### src/rtl/serial_sum_collector.sv
// Deserialises the bit-serial adder's sum stream (LSB first) into a WIDTH-bit
// word, tallies carry events and flags word completion.
// Ports:
//   clk, reset      : rising-edge clock, synchronous active-high reset
//   start           : begin (or restart) a word, clearing the accumulators
//   bit_valid       : s_in/c_in hold a valid bit this cycle
//   s_in, c_in      : sum and carry bits from the adder stage
//   ack             : consumer acknowledges a completed word
//   result          : deserialised word, bit 0 = first bit received
//   last_carry      : c_in captured with the final bit
//   carry_count     : accepted bits whose c_in was 1
//   bit_count       : bits accepted in the current word
//   busy / done     : decoded from state (CAPTURE / DONE)
module serial_sum_collector #(
  parameter int unsigned WIDTH = 8,
  localparam int unsigned CW = $clog2(WIDTH + 1)
) (
  input  logic             clk,
  input  logic             reset,
  input  logic             start,
  input  logic             bit_valid,
  input  logic             s_in,
  input  logic             c_in,
  input  logic             ack,
  output logic [WIDTH-1:0] result,
  output logic             last_carry,
  output logic [CW-1:0]    carry_count,
  output logic [CW-1:0]    bit_count,
  output logic             busy,
  output logic             done
);

  localparam logic [1:0] IDLE    = 2'b00;
  localparam logic [1:0] CAPTURE = 2'b01;
  localparam logic [1:0] DONE    = 2'b10;

  logic [1:0]       state_q, state_d;
  logic [WIDTH-1:0] result_q, result_d;
  logic             last_carry_q, last_carry_d;
  logic [CW-1:0]    carry_count_q, carry_count_d;
  logic [CW-1:0]    bit_count_q, bit_count_d;

  // Next-state and accumulator update
  always_comb begin
    state_d       = state_q;
    result_d      = result_q;
    last_carry_d  = last_carry_q;
    carry_count_d = carry_count_q;
    bit_count_d   = bit_count_q;

    case (state_q)
      IDLE: begin
        if (start) begin
          state_d       = CAPTURE;
          result_d      = '0;
          last_carry_d  = 1'b0;
          carry_count_d = '0;
          bit_count_d   = '0;
        end
      end

      CAPTURE: begin
        if (start) begin
          // Abort: the bit presented alongside start is discarded
          result_d      = '0;
          last_carry_d  = 1'b0;
          carry_count_d = '0;
          bit_count_d   = '0;
        end else if (bit_valid) begin
          // Right shift so the first bit ends up in bit 0
          result_d      = {s_in, result_q[WIDTH-1:1]};
          bit_count_d   = bit_count_q + CW'(1);
          carry_count_d = carry_count_q + CW'(c_in);
          if (bit_count_q == CW'(WIDTH - 1)) begin
            last_carry_d = c_in;
            state_d      = DONE;
          end
        end
      end

      DONE: begin
        if (start) begin
          state_d       = CAPTURE;
          result_d      = '0;
          last_carry_d  = 1'b0;
          carry_count_d = '0;
          bit_count_d   = '0;
        end else if (ack) begin
          state_d = IDLE;
        end
      end

      default: state_d = IDLE;
    endcase
  end

  // State and datapath registers
  always_ff @(posedge clk) begin
    if (reset) begin
      state_q       <= IDLE;
      result_q      <= '0;
      last_carry_q  <= 1'b0;
      carry_count_q <= '0;
      bit_count_q   <= '0;
    end else begin
      state_q       <= state_d;
      result_q      <= result_d;
      last_carry_q  <= last_carry_d;
      carry_count_q <= carry_count_d;
      bit_count_q   <= bit_count_d;
    end
  end

  assign result      = result_q;
  assign last_carry  = last_carry_q;
  assign carry_count = carry_count_q;
  assign bit_count   = bit_count_q;
  assign busy        = (state_q == CAPTURE);
  assign done        = (state_q == DONE);

endmodule

### config.mk
export PLATFORM = sky130hd
export DESIGN_NAME = serial_sum_collector
export DESIGN_NICKNAME = d
export VERILOG_FILES = /design/src/rtl/serial_sum_collector.sv
export SDC_FILE = /design/constraint.sdc
export NUM_CORES = 1
export LEC_CHECK = 0
export ABC_AREA = 1
export CAP_MARGIN = 0
export CORE_MARGIN = 3
export CORE_UTILIZATION = 47
export DETAILED_ROUTE_END_ITERATION = 8
export MAX_ROUTING_LAYER = met4
export PLACE_DENSITY = 0.76
export SKIP_CTS_REPAIR_TIMING = 1
export SYNTH_ARGS = -nofsm -noshare
export SYNTH_HDL_FRONTEND = slang
export SYNTH_SLANG_ARGS = --single-unit
### constraint.sdc
create_clock -name clk -period 1.3 [get_ports clk]
set_input_delay 0.195 -clock clk [delete_from_list [all_inputs] [get_ports clk]]
set_output_delay 0.195 -clock clk [all_outputs]
set_load 0.05 [all_outputs]
# Word-level counts from Yosys, hierarchy flattened
# Cells that the tools add are included.
[totals] inputBits=7 reg_bits=19 output_inout_bits=19
[op_classes] addsub=2 muxes=23 n_eq_ne=11 reduce_logical=6
[op_table] cell="$mux 8" n=3
[op_table] cell="$mux 4" n=5
[op_table] cell="$pmux 4 s2" n=2
[op_table] cell="$pmux 8 s2" n=1
[op_table] cell="$mux 2" n=6
[op_table] cell="$ne 2x2->1 const B" n=3
[op_table] cell="$ne 3x3->1 const B" n=2
[op_table] cell="$pmux 2 s3" n=1
[op_table] cell="$reduce_and 5->1" n=1
[op_table] cell="$add 4x1->4" n=1
[op_table] cell="$add 4x1->4 const B" n=1
[op_table] cell="$eq 4x3->1 const B" n=1
[op_table] cell="$mux 1" n=4
[op_table] cell="$ne 2x1->1 const B" n=2
[op_table] cell="$reduce_and 4->1" n=1
[op_table] cell="$ne 3x2->1 const B" n=1
[op_table] cell="$reduce_and 3->1" n=1
[op_table] cell="$eq 2x1->1 const B" n=1
[op_table] cell="$eq 2x2->1 const B" n=1
[op_table] cell="$logic_not 2->1" n=1
[op_table] cell="$pmux 1 s2" n=1
[op_table] cell="$reduce_bool 2->1" n=1
[op_table] cell="$reduce_or 2->1" n=1

# Logic depth before layout (Yosys ltp)
# Gate-level depths: netlist of run 1.
[depth] word_depth=5 depth_mapped=8 mapped_depth_nobuf=8

# Worst setup path after synthesis of run 1
# No wires, ideal clock.
[synth_timing] kind="register to register" from="register bit_count_q[0] (netlist: bit_count[0])" to="register last_carry_q (netlist: last_carry)" path_stages_with_launch=9 period_less_slack_ns=1.451 t_required_ns=1.183 setup_time_ns=0.117 n_path_buf=0 setup_slack_ns=-0.151 arrival_time_ns=1.335 path_cell_list="dfxtp_1 > ha_1 > nand2_1 > inv_1 > nand2_1 > nand2_1 > nand3_1 > nand2_1 > nor2_1"
[synth_between] elab_chain_len=3
[synth_rtl] item="from (decl)" line="41" rtl="logic [CW-1:0] bit_count_q, bit_count_d;"
[synth_rtl] item="from (signal assigned)" line="110" rtl="bit_count_q <= bit_count_d;"
[synth_rtl] item="$eq 4x3->1" line="74" rtl="if (bit_count_q == CW'(WIDTH - 1)) begin"
[synth_rtl] item="$ne 3x2->1 (no line)"
[synth_rtl] item="$reduce_and 4->1 (no line)"
[synth_rtl] item="to (signal assigned)" line="108" rtl="last_carry_q <= last_carry_d;"
[synth_rtl] item="to (decl)" line="39" rtl="logic last_carry_q, last_carry_d;"
# No other way between the ends.
# A chain may end at the register's enable or synchronous reset.

# Worst setup path in the final report of run 1
[layout_timing] from="register state_q[1]" to="output port busy"
[layout_between] elab_chain_len=1
[layout_rtl] item="from (decl)" line="37" rtl="logic [1:0] state_q, state_d;"
[layout_rtl] item="from (signal assigned)" line="106" rtl="state_q <= state_d;"
[layout_rtl] item="$eq 2x1->1" line="118" rtl="assign busy = (state_q == CAPTURE);"
[layout_rtl] item="to (decl)" line="29" rtl="output logic busy,"
# No other way between the ends.

==> impl_results.rst, run 1 <==
.. list-table::
   :header-rows: 1

   * - Metric
     - Value
   * - Outcome
     - completed
   * - Yosys Warn Count
     - 0
   * - Number of nets in the finished design
     - 198
   * - Antenna-violating nets left
     - 0
   * - Skew final
     - 0.01372 ns
   * - Worst Hold Margin
     - 0.5132 ns
   * - Placed standard-cell area
     - 1505 um^2
   * - Net load switching power
     - 0.4739 mW
   * - Floorplan Core Area
     - 1839 um^2
   * - Number of max-cap violations
     - 0
   * - Number of flip-flops and latches in the synthesized netlist
     - 19
   * - Routed WL per cell
     - 11.80 um
   * - Number of cell instances on the worst register-to-register path
     - 7
   * - Total power
     - 1.395 mW
   * - Slack of the worst reg-to-reg path
     - 0.11 ns
   * - Final GP Congestion
     - 0.8917
   * - Count of routing violations after the opening detailed-route iteration
     - 24
   * - Grt total ovfl
     - 0
   * - Sequential element share of the synthesized area
     - 0.3902
   * - I/O pin total
     - 26
   * - Post-DR vias/cell
     - 4.844
   * - Number of global-route vias before repair
     - 1024
   * - All-layer global routing usage
     - 0.2206
   * - Floorplan die area
     - 2656 um^2
   * - Buffers from clock root to sink, at most
     - 2
   * - Syn_nets
     - 162
   * - Fraction of power spent switching nets
     - 0.3397
   * - Capturing element type of the critical path
     - output port
   * - # DRC
     - 0
   * - Internal Power
     - 0.9213 mW
   * - Clock edge transition at the registers on the reported setup and hold paths
     - 0.12 ns
   * - Clk Latency, worst-skew pair
     - 0.31 ns
   * - Clock sink total
     - 19
   * - Placement-stage worst setup slack
     - -0.2472 ns
   * - First-pass iteration count of the detailed router
     - 4
   * - Maximum clock frequency
     - 788.5 MHz
   * - Synthesized netlist cell count
     - 152
   * - Worst path buffer plus inverter count
     - 3
   * - Cell chosen for the clock root
     - sky130_fd_sc_hd__clkbuf_4
   * - Total leakage power
     - 0.7242 nW
   * - Total via count in the routed design
     - 1027
   * - Cell area after technology mapping
     - 974.7 um^2
   * - Fraction of the cycle the final worst path needs
     - 0.9756
   * - Critical path's slowest cell
     - sky130_fd_sc_hd__dfxtp_2
   * - H-tree depth
     - 1
   * - Distinct cell type count after synthesis
     - 15
   * - TritonCTS clock tree
     - yes
   * - Global-route wire length before repair
     - 4298 um
   * - Power Density
     - 894.9 nW/um^2
   * - Relative max-transition margin
     - 0.8426
   * - Share of total power in combinational logic
     - 0.311
   * - Post-DP HPWL
     - 1963 um
   * - Final Cell Area
     - 1559 um^2
   * - Ratio of cells with drive above 1 in the final layout
     - 0.2513
   * - Min-Delay Path Class
     - input pin to register
   * - Critical Path Source Type
     - register
   * - Worst Path Required
     - 1.11 ns
   * - Kind of cell with the highest combined delay on the critical path
     - flip-flops
   * - Crit path cell chain
     - inv_4 > nand2_2 > inv_2 > buf_12
   * - Antenna Diode Count
     - 0
   * - Post-synthesis to final-layout area growth
     - 59.95%
   * - Filler instances
     - 121
   * - Number of antenna violations at the first check in global routing
     - 0
   * - Worst stage delay on the critical path
     - 0.37 ns
   * - RR Endpoint
     - last_carry
   * - Number of buffers created by CTS
     - 3
   * - Effective utilization at floorplan
     - 0.5299
   * - Synthesized area per cell
     - 6.412 um^2
   * - Number of failing hold endpoints at the final stage
     - 0
   * - Leading cell type in the layout, fill and taps excluded
     - sky130_fd_sc_hd__nand2_1
   * - Class of the most critical setup path
     - register to output port
   * - Post-Place Cells
     - 208
   * - Worst min-delay path startpoint
     - s_in
   * - Final worst-path setup slack
     - 0.03173 ns
   * - Count of endpoints failing setup in the final report
     - 0
   * - Hold EP
     - result[7]
   * - Startpoint of the worst-slack reg-to-reg timing path
     - bit_count[0]
   * - Maximum vdd drop
     - 1.116 mV
   * - Leading cell types in the layout, fill and taps excluded
     - sky130_fd_sc_hd__nand2_1 (35), sky130_fd_sc_hd__nor2_1 (28), sky130_fd_sc_hd__inv_1 (27), sky130_fd_sc_hd__buf_12 (20), sky130_fd_sc_hd__dfxtp_1 (14)
   * - WHS Path Cells
     - 3
   * - Non-filler instance count after layout
     - 212
   * - Buffers on Ports
     - 25
   * - Pins over their slew limit
     - 0
   * - Transition time at the pin with the least slew margin
     - 0.2337 ns
   * - Die Ht
     - 51.54 um
   * - Arrival time worst endpoint
     - 1.07 ns
   * - Proportion of power drawn by the clock network
     - 0.224
   * - Site Rows
     - 15
   * - Unrepaired setup endpoints after global routing
     - yes
   * - Minimum clock period after layout
     - 1.268 ns
   * - Worst-path fanout max
     - 4
   * - Die X
     - 51.54 um
   * - Maximum number of pins on one net before global-route repair
     - 26
   * - Final WL
     - 2502 um
   * - Register share of total power
     - 0.465
[power groups by stage]
| stage | Sequential, mW | Combinational (mW) | Clock, mW |
|---|---|---|---|
| floorplan | 0.725 | 0.166 | 0 |
| global placement | 0.659 | 0.409 | 0 |
| detailed placement | 0.660 | 0.424 | 0 |
| CTS | 0.648 | 0.426 | 0.322 |
| global route | 0.654 | 0.465 | 0.347 |
| finish | 0.649 | 0.433 | 0.313 |
[worst max path at each step]
stage          slack, ns  depth (start not counted)              to         start
6_report            0.03                          4            busy    state_q[1]
5_1_grt           -0.006                          4            busy    state_q[1]
4_1_cts            -0.14                          3            busy    state_q[0]
3_5_place_dp       -0.25                          7    bit_count[0]         start
3_3_place_gp       -0.17                          8  carry_count[3]         start
2_1_floorplan       0.05                          8      last_carry  bit_count[0]
[final cells by class]
type | instances | area (um^2) | area share
Timing Repair Buffer | 34 | 520.5 | 0.3339
Multi-Input combinational cell | 99 | 471.7 | 0.3026
Clock buffer | 3 | 22.52 | 0.01445
Inverter | 31 | 118.9 | 0.07624
Sequential cell | 19 | 389.1 | 0.2496
Tap cell | 25 | 31.28 | 0.02006
Clock inverter | 1 | 5.005 | 0.003210
[layer usage]
layer,GRT usage,vias to the layer above,share of wire
met3,0.06304,5,0.057
met4,0.05240,0,0.011
met5,-,-,0
li1,-,528,-
met2,0.3665,30,0.49
met1,0.2648,464,0.44
[sequential cells by signal (all words and copies together), names as in the netlist]
signal and flops:
result 8, bit_count 4, carry_count 4, state_q 2
last_carry 1
[cell usage after synthesis]
cell / count / area, um^2
sky130_fd_sc_hd__a21oi_1: 3 / 15.01
sky130_fd_sc_hd__buf_2: 1 / 5.000
sky130_fd_sc_hd__buf_6: 2 / 22.52
sky130_fd_sc_hd__dfxtp_1: 19 / 380.4
sky130_fd_sc_hd__ha_1: 3 / 37.54
sky130_fd_sc_hd__inv_1: 29 / 108.9
sky130_fd_sc_hd__inv_2: 2 / 7.510
sky130_fd_sc_hd__nand2_1: 37 / 138.9
sky130_fd_sc_hd__nand2_2: 1 / 6.260
sky130_fd_sc_hd__nand2_4: 2 / 22.52
sky130_fd_sc_hd__nand3_1: 8 / 40.04
sky130_fd_sc_hd__nand4_1: 1 / 6.260
sky130_fd_sc_hd__nor2_1: 29 / 108.9
sky130_fd_sc_hd__o21ai_0: 4 / 20.02
sky130_fd_sc_hd__o21ai_1: 11 / 55.05
[worst min-delay path: stages]
cell and delay (ns):
sky130_fd_sc_hd__clkdlybuf4s50_1 0.40, sky130_fd_sc_hd__o21ai_0 0.17, sky130_fd_sc_hd__nor2_1 0.04
[metrics by stage]
stage | setup TNS [ns] | util
detailed placement | -3.347 | 0.8184
floorplan | 0 | -
CTS | -0.1568 | 0.8333
global placement | -2.146 | 0.8184
finish | 0 | 0.8476
global route | -0.006068 | 0.8476
[kinds of logic after synthesis]
kind of cell	Yosys count	share of synthesized area
buf+inv	34	0.1476
flops	19	0.3902
compound gates	18	0.09242
simple gates	78	0.3312
fa+ha+maj	3	0.03852
Note: power is estimated with default switching activity, not from simulation.
==> run 2, diff against run 1 <==
==> constraint.sdc (replaced) <==
create_clock -name clk -period 1.2 [get_ports clk]
set_input_delay 0.18 -clock clk [delete_from_list [all_inputs] [get_ports clk]]
set_output_delay 0.18 -clock clk [all_outputs]
set_load 0.05 [all_outputs]
==> run 2 against run 1 <==
The run now ends with setup timing left. Combinational power grew 15%. Critical path depth is the same. Sequential cell count is the same. Sequential power grew 7.1%. Count of clock-buffer cells in the layout grew 1. Non-clock buffer count grew 4. Hold slack lost 0.22 ns. Sequential share of layout area shrank 0.13 points. Routed wire length grew 17%. Total power grew 10%. Utilization grew 2.9 points. Largest power group unchanged.
==> impl_results.rst, run 2 (synthesized netlist as in run 1, its figures left out) <==
.. list-table::
   :header-rows: 1

   * - Metric
     - Value
   * - Outcome
     - finished with violations
   * - Violations in the final reports
     - setup timing
   * - Number of global-route vias before repair
     - 1038 (+1.4%)
   * - Die X
     - 51.54 um (unchanged)
   * - Accumulated negative setup slack
     - -0.1759 ns (-0.1759 ns)
   * - Number of antenna violations at the first check in global routing
     - 0 (unchanged)
   * - I/O pin total
     - 26 (unchanged)
   * - Largest register FFs
     - 8 (unchanged)
   * - Arrival time worst endpoint
     - 1.12 ns (+0.05 ns)
   * - Worst stage delay on the critical path
     - 0.37 ns (about the same)
   * - Final GP Congestion
     - 0.9167 (+2.8%)
   * - Worst Hold Margin
     - 0.2936 ns (-0.2196 ns)
   * - Total via count in the routed design
     - 1094 (+6.5%)
   * - Critical Path Source Type
     - register
   * - Number of nets in the finished design
     - 203 (+2.5%)
   * - Clock sink total
     - 19 (unchanged)
   * - Floorplan die area
     - 2656 um^2 (unchanged)
   * - Unrepaired setup endpoints after global routing
     - yes
   * - # DRC
     - 0 (unchanged)
   * - Clk Latency, worst-skew pair
     - 0.31 ns (about the same)
   * - Buffers on Ports
     - 25 (unchanged)
   * - Power Density
     - 951.2 nW/um^2 (+6.3%)
   * - Total leakage power
     - 0.7618 nW (+5.2%)
   * - Die Ht
     - 51.54 um (unchanged)
   * - Ratio of cells with drive above 1 in the final layout
     - 0.3073 (+0.05595)
   * - First-pass iteration count of the detailed router
     - 4 (unchanged)
   * - Antenna-violating nets left
     - 0 (unchanged)
   * - Leading cell types in the layout, fill and taps excluded
     - sky130_fd_sc_hd__nand2_1 (34), sky130_fd_sc_hd__nor2_1 (27), sky130_fd_sc_hd__inv_1 (25), sky130_fd_sc_hd__buf_12 (19)
   * - Count of routing violations after the opening detailed-route iteration
     - 35 (+46%)
   * - Final core utilization
     - 0.8769 (+0.02925)
   * - Minimum clock period after layout
     - 1.297 ns
   * - Register Area
     - 400.4 um^2 (+2.9%)
   * - Non-filler instance count after layout
     - 217 (+2.4%)
   * - Leading cell type in the layout, fill and taps excluded
     - sky130_fd_sc_hd__nand2_1
   * - TritonCTS clock tree
     - yes
   * - Critical path's slowest cell
     - sky130_fd_sc_hd__dfxtp_2
   * - Maximum number of pins on one net before global-route repair
     - 26 (unchanged)
   * - Final WL
     - 2930 um (+17%)
   * - Global-route wire length before repair
     - 4340 um (+0.98%)
   * - Crit path cell chain
     - inv_2 > buf_6 > nor2_4 > buf_12
   * - Number of buffers created by CTS
     - 3 (unchanged)
   * - Floorplan Core Area
     - 1839 um^2 (unchanged)
   * - Worst-path fanout max
     - 3 (-1)
   * - Post-DP HPWL
     - 2031 um (+3.5%)
   * - Number of max-cap violations
     - 0 (unchanged)
   * - Post-synthesis to final-layout area growth
     - 65.47%
   * - Final worst-path setup slack
     - -0.09703 ns (-0.1288 ns)
   * - H-tree depth
     - 1 (unchanged)
   * - Site Rows
     - 15 (unchanged)
   * - Buffers from clock root to sink, at most
     - 2 (unchanged)
   * - Effective utilization at floorplan
     - 0.5299 (unchanged)
   * - Number of failing hold endpoints at the final stage
     - 0 (unchanged)
   * - Relative max-transition margin
     - 0.8280 (-0.01460)
   * - Clock edge transition at the registers on the reported setup and hold paths
     - 0.11 ns (about the same)
   * - Worst Path Required
     - 1.02 ns (-0.09 ns)
   * - Post-DR vias/cell
     - 5.041 (+4.1%)
   * - All-layer global routing usage
     - 0.2254 (+0.004771)
   * - Transition time at the pin with the least slew margin
     - 0.2571 ns (+0.02342 ns)
   * - Skew final
     - 0.005294 ns (-0.008426 ns)
   * - Maximum clock frequency
     - 771.0 MHz
   * - Multi-input gate area in the final layout
     - 491.7 um^2 (+4.2%)
   * - Total power
     - 1.534 mW (+10%)
   * - Post-Place Cells
     - 210 (+0.96%)
   * - Antenna Diode Count
     - 0 (unchanged)
   * - Maximum vdd drop
     - 0.9124 mV (-18%)
   * - Routed WL per cell
     - 13.50 um (+14%)
   * - Filler instances
     - 104 (-14%)
   * - Cell chosen for the clock root
     - sky130_fd_sc_hd__clkbuf_4
   * - Class of the most critical setup path
     - register to output port
   * - Pins over their slew limit
     - 0 (unchanged)
   * - Count of endpoints failing setup in the final report
     - 2 (+2)
   * - Min-Delay Path Class
     - input pin to register
   * - Grt total ovfl
     - 0 (unchanged)
   * - Fraction of the cycle the final worst path needs
     - 1.081
   * - Capturing element type of the critical path
     - output port
==> run 2: cell count changes in the layout (fill, tap and decap cells not counted), moves of 2 or more <==
cell,previous run,this run
sky130_fd_sc_hd__inv_2,3,6
sky130_fd_sc_hd__buf_4,8,12
sky130_fd_sc_hd__dfxtp_1,14,11
sky130_fd_sc_hd__dlymetal6s2s_1,0,2
sky130_fd_sc_hd__dfxtp_4,1,4
sky130_fd_sc_hd__o21ai_0,4,2
sky130_fd_sc_hd__inv_1,27,25
sky130_fd_sc_hd__clkdlybuf4s50_1,6,4
==> run 2: final timing paths <==
check | cells after the start | slack [ns] | start | to
worst max-delay path | 4 | -0.1 | state_q[1] | done
worst min-delay path | 5 | 0.29 | bit_valid | state_q[1]
worst max register to register | 7 | 0 | state_q[0] | bit_count[2]
worst min register to register | 2 | 0.55 | last_carry | last_carry
==> run 2: through the flow <==
| step | worst slack (ns) | cell area (um^2) |
|---|---|---|
| final | -0.09703 | 1613 |
| after global routing | -0.1359 | 1613 |
| after CTS | -0.1911 | 1545 |
| after detailed placement | -0.3734 | 1519 |
| after global placement | -0.3192 | 1519 |
| after floorplan | 0.02419 | 992.2 |
==> run 2: layout make-up <==
class / count / area share
Inverter: 31 / 0.07215
Multi-Input combinational cell: 100 / 0.3049
Tap cell: 25 / 0.01939
Clock buffer: 4 / 0.01629
Timing Repair Buffer: 38 / 0.3390
Sequential cell: 19 / 0.2483
==> run 2: per-layer routing <==
layer  global-route usage  vias up  share of wire
met4              0.07424        0          0.018
met3              0.06017        8          0.050
met5                    -        -              0
met2               0.3708       43           0.52
li1                     -      542              -
met1               0.2680      501           0.41
==> run 2: report_power, final <==
| part | internal, mW | switching, mW | total, mW | leakage (nW) |
|---|---|---|---|---|
| clock network | 0.130 | 0.212 | 0.342 | 0.0150 |
| registers | 0.658 | 0.0368 | 0.695 | 0.159 |
| logic | 0.218 | 0.280 | 0.498 | 0.587 |
==> run 2: worst max-delay path: cells and delay by family (launching register included) <==
family / cells / cell delay [ns]
DFF: 1 / 0.37
buffers and inverters: 3 / 0.31
and+or+nand+nor: 1 / 0.13
==> run 3, diff against run 2 <==
--- a/config.mk
+++ b/config.mk
@@ -13,6 +13,7 @@
 export MAX_ROUTING_LAYER = met4
 export PLACE_DENSITY = 0.76
 export SKIP_CTS_REPAIR_TIMING = 1
+export SLEW_MARGIN = 20
 export SYNTH_ARGS = -nofsm -noshare
 export SYNTH_HDL_FRONTEND = slang
 export SYNTH_SLANG_ARGS = --single-unit
==> results of run 3 <==
Final layout, timing and power as in run 2 (identical DEF).
==> variant 1 (config.mk and constraints of run 3) <==
The parameter `WIDTH` goes from 8 to 16.
--- a/src/rtl/serial_sum_collector.sv
+++ b/src/rtl/serial_sum_collector.sv
@@ -12,7 +12,7 @@
 //   bit_count       : bits accepted in the current word
 //   busy / done     : decoded from state (CAPTURE / DONE)
 module serial_sum_collector #(
-  parameter int unsigned WIDTH = 8,
+  parameter int unsigned WIDTH = 16,
   localparam int unsigned CW = $clog2(WIDTH + 1)
 ) (
   input  logic             clk,
Interface: changed (resized bit_count, carry_count and result); port bits go from 26 to 36. The function was not compared with the original's and may differ.
==> variant 1 against run 3 <==
- the flow still finishes with violations (negative setup slack)
- critical path depth increased by 4
- die area increased by 39%
- sequential cell count increased by 10
- area after synthesis increased by 44%
- sequential power increased by 60%
- via count increased by 55%
- combinational power increased by 98%
- design area increased by 57%
- routed wire length increased by 71%
- setup slack got worse by 180 ps
- total power increased by 74%
- maximum frequency decreased by 12%
==> variant 1: results (changes against run 3) <==
- Drt pass-1 iters: 5 (+1)
- Worst Reg-to-Reg Cells: 8 (+1)
- WL/cell: 16.3 µm (+21%)
- H-tree depth: 2 (+1)
- RR Startpoint: bit_count[0]$_SDFFE_PP0P_
- Syn Area/Cell: 6.69 µm² (+4.3%)
- FF-to-FF End: last_carry$_SDFFE_PP0P_
- Distinct cells, synth: 20 (+5)
- Placed insts: 289 (+38%)
- Placement Cell Area: 2270 µm² (+50%)
- Relative slew margins: 0.824 (-0.00370)
- Failing checks: negative setup slack
- Final setup fails: 28 (+26)
- Post-place setup slack: -346 ps (+27.8 ps)
- Hold_sp: start
- Lkg Pwr: 1.13 nW (+49%)
- Share of cells above drive strength 1: 0.418 (+0.111)
- PortBufs: 35 (+40%)
- Clock Latency Late Sink: 340 ps (+30 ps)
- Post-Syn Nets: 221 (+36%)
- First-pass GRT wire length: 5800 µm (+34%)
- Outcome: finished with violations
- Iteration-0 DRC count of the detailed router: 141 (+300%)
- Clock Pin Slew Worst Setup and Hold Paths: 90 ps (-20 ps)
- Vias/cell: 5.53 (+9.6%)
- HPWL Detailed: 2520 µm (+24%)
- Data arrival, critical path: 1750 ps (+630 ps)
- CP max FO: 4 (+1)
- Max reg flops: 16 (+8)
- Sequential area share after synthesis: 0.413 (+0.0229)
- Number of global-route vias before repair: 1406 (+35%)
- Total track usage: 0.215 (-0.0101)
- Fin worst setup slack: -275 ps (-178 ps)
- GP Congestion: 0.914 (-0.27%)
==> variant 1: cell count changes after synthesis, sizes merged, moves of 2 or more <==
cell   before  now
nor2       29   56
dfxtp      19   29
o21ai      15    8
nand3       8    5
inv        31   15
buf         3    6
nand4       1    3
nand2      40   76
nor3        0    3
==> variant 1: cells by family after synthesis <==
| kind of cell | count (synthesis) | share of synthesized area |
|---|---|---|
| AND/OR/NAND/NOR | 143 | 0.432 |
| flip-flops | 29 | 0.413 |
| buffers and inverters | 23 | 0.0801 |
| AO/OA/AOI/OAI | 11 | 0.0392 |
| adder cells (fa/ha/maj) | 4 | 0.0356 |
==> variant 1: area by class of cell <==
| cell class | instances | area (µm²) |
|---|---|---|
| timing repair buffer | 64 | 947 |
| multi-input combinational | 158 | 826 |
| sequential | 29 | 604 |
| fill | 118 | 275 |
| inverter | 16 | 62.6 |
| clock buffer | 6 | 41.3 |
| tap | 31 | 38.8 |
| clock inverter | 2 | 10.0 |
==> variant 1: per-stage QoR <==
step	util	hold slack [ps]
floorplan	-	249
global placement	0.811	479
detailed placement	0.811	499
CTS	0.829	460
global route	0.902	375
finish	0.902	345
==> variant 1: routing by layer <==
metal | wire (µm) | vias up | track usage
met5 | 0 | - | -
met4 | 217 | 0 | 0.102
met3 | 379 | 25 | 0.0574
met2 | 2490 | 102 | 0.336
met1 | 1910 | 791 | 0.256
li1 | - | 773 | -
==> variant 1: worst max path at each step <==
| stage | from | end | cells past startpoint |
|---|---|---|---|
| 2_1_floorplan | bit_count[1]$_SDFFE_PP0P_ | bit_count[4]$_SDFFE_PP0P_ | 7 |
| 3_3_place_gp | start | result[7]$_SDFFE_PP0P_ | 9 |
| 3_5_place_dp | start | result[10]$_SDFFE_PP0P_ | 9 |
| 4_1_cts | bit_count[0]$_SDFFE_PP0P_ | state_q[1]$_SDFFE_PP0P_ | 8 |
| 5_1_grt | bit_count[0]$_SDFFE_PP0P_ | last_carry$_SDFFE_PP0P_ | 8 |
| 6_report | bit_count[0]$_SDFFE_PP0P_ | last_carry$_SDFFE_PP0P_ | 8 |
==> variant 1: critical path, stage by stage, from the launching register on <==
cell and delay, ps:
dfxtp_4 380, ha_4 130, inv_2 40, nor3_2 160
ha_2 230, nand2_4 60, nand2_2 90, nand4_1 140
a21oi_2 160
==> variant 1: report_power, final <==
part	internal [W]	leakage [nW]	switching, W
clock network	0.000222	0.0320	0.000354
registers	0.00102	0.243	0.0000913
logic	0.000456	0.858	0.000530
==> variant 2 (settings of run 3) <==
Made on the original files. Put one more register stage on the output `bit_count`. The value now appears one clock later. The other outputs are not delayed to match.
--- a/src/rtl/serial_sum_collector.sv
+++ b/src/rtl/serial_sum_collector.sv
@@ -114,7 +114,9 @@
   assign result      = result_q;
   assign last_carry  = last_carry_q;
   assign carry_count = carry_count_q;
-  assign bit_count   = bit_count_q;
+  always_ff @(posedge clk) begin
+    bit_count <= bit_count_q;
+  end
   assign busy        = (state_q == CAPTURE);
   assign done        = (state_q == DONE);
 
Check against the original RTL: not equivalent (a bounded check fails within 4 cycles, from zero or initial values and one cycle with reset high).
==> variant 2 against run 3 <==
- the run still ends with negative setup slack left
- design area grew 2.2%
- setup slack improved by 68 ps
- utilization is 6.1 points lower
- sequential cell count rose by 4
- area after synthesis increased by 5.8%
- cell count down 13%
- clock skew is 0.78 ps lower
- highest routed layer unchanged
- combinational power shrank 2%
- routed wire length down 8.5%
- total power increased by 9.8%
- critical path depth is the same
- largest power group unchanged
- critical path type unchanged
==> variant 2: results (changes against run 3) <==
- CP max FO: 4 (+1)
- Post-Route Skew: 4.52 ps (-0.776 ps)
- HPWL Detailed: 1960 µm (-3.3%)
- Metal-1 WL: 1100 µm (-8.8%)
- Lkg Pwr: 0.672 nW (-12%)
- Worst Hold Class: flop to flop
- Clock Pin Slew Worst Setup and Hold Paths: 130 ps (+20 ps)
- Failing checks: negative setup slack
- Largest net degree at the start of global routing: 20 (-23%)
- Final setup fails: 2 (unchanged)
- Core area: 2020 µm² (+9.9%)
- Outcome: finished with violations
- Distinct cells, synth: 20 (+5)
- Vias/cell: 5.29 (+5.0%)
- Placement Cell Area: 1550 µm² (+1.9%)
- Sequential area share after synthesis: 0.447 (+0.0564)
- Nets: 172 (-15%)
- Data arrival, critical path: 1050 ps (-70 ps)
- Total track usage: 0.213 (-0.0120)
- Hold_sp: bit_count_q[3]$_SDFFE_PP0P_
- Post-Syn Nets: 134 (-17%)
- WL/cell: 14.3 µm (+5.6%)
- Number of global-route vias before repair: 1006 (-3.1%)
- First-pass GRT wire length: 4260 µm (-1.9%)
- Synth top area cells: dfxtp_1 (45%), nor3_2 (11%), a21oi_1 (7.3%), nor2_1 (6.2%), nand3_1 (4.9%)
- Final setup TNS: -29.4 ps (+146 ps)
- Iteration-0 DRC count of the detailed router: 12 (-66%)
- Reg2Reg Setup Slack: 20 ps (+20 ps)
- Hold_ws: 369 ps (+75.8 ps)
- Fin worst setup slack: -28.7 ps (+68.3 ps)
- Share of cells above drive strength 1: 0.429 (+0.121)
- Worst vdd ir: 0.859 mV (-5.8%)
- DR WL met2: 1440 µm (-5.5%)
- Commonest cells post-synth: dfxtp_1 (23), nor2_1 (17), a21oi_1 (15)
- Met3 wire length: 91 µm (-38%)
- Worst slew pin tran: 363 ps (+106 ps)
[variant 2: changes by cell type in the layout (fill, tap and decap cells not counted), moves of 10 or more]
cell	run 3	this run
nor2_1	27	16
a21oi_1	3	13
nand2_1	34	10
nor3_2	0	11
inv_1	25	9
o21ai_1	12	1
[variant 2: logic make-up (layout without fill, tap and decap cells)]
group / Yosys count / in the layout / synth area share
AND/OR/NAND/NOR: 57 / 57 / 0.313
flip-flops: 23 / 23 / 0.447
AO/OA/AOI/OAI: 21 / 21 / 0.102
buffers and inverters: 18 / 55 / 0.0849
adder cells (fa/ha/maj): 3 / 3 / 0.0364
XOR/XNOR: 2 / 2 / 0.0170
[variant 2: metrics by stage]
stage               setup WS, ps  std cells
finish                     -28.7        188
global route               -58.4        188
CTS                         -249        186
detailed placement          -293        182
global placement            -225        182
floorplan                  -24.1        124
[variant 2: cell type report]
type / count / area [µm²]
clock buffer: 3 / 22.5
clock inverter: 1 / 5.00
fill: 116 / 373
inverter: 14 / 60.1
multi-input combinational: 83 / 524
sequential: 23 / 473
tap: 27 / 33.8
timing repair buffer: 37 / 531
[variant 2: path summary, 6_finish.rpt]
path	to	cells after the start
worst max-delay path	busy	4
worst min register to register	bit_count[3]$_DFF_P_	0
worst max register to register	bit_count_q[1]$_SDFFE_PP0P_	6
worst min-delay path	bit_count[3]$_DFF_P_	0
[variant 2: where the power goes]
part           switching, W  internal, W
Sequential        0.0000413     0.000794
Clock              0.000235     0.000125
Combinational      0.000276     0.000214
Total              0.000552      0.00113
[variant 2: critical path, stage by stage, from the launching register on]
cell and delay, ps:
dfxtp_4 380, inv_4 80, nand2_4 70, inv_4 70
buf_12 130
[variant 2: layer usage]
metal  global-route usage  up-vias
met4               0.0936        0
met5                    -        -
met2                0.372       26
li1                     -      490
met1                0.235      473
met3               0.0399        6
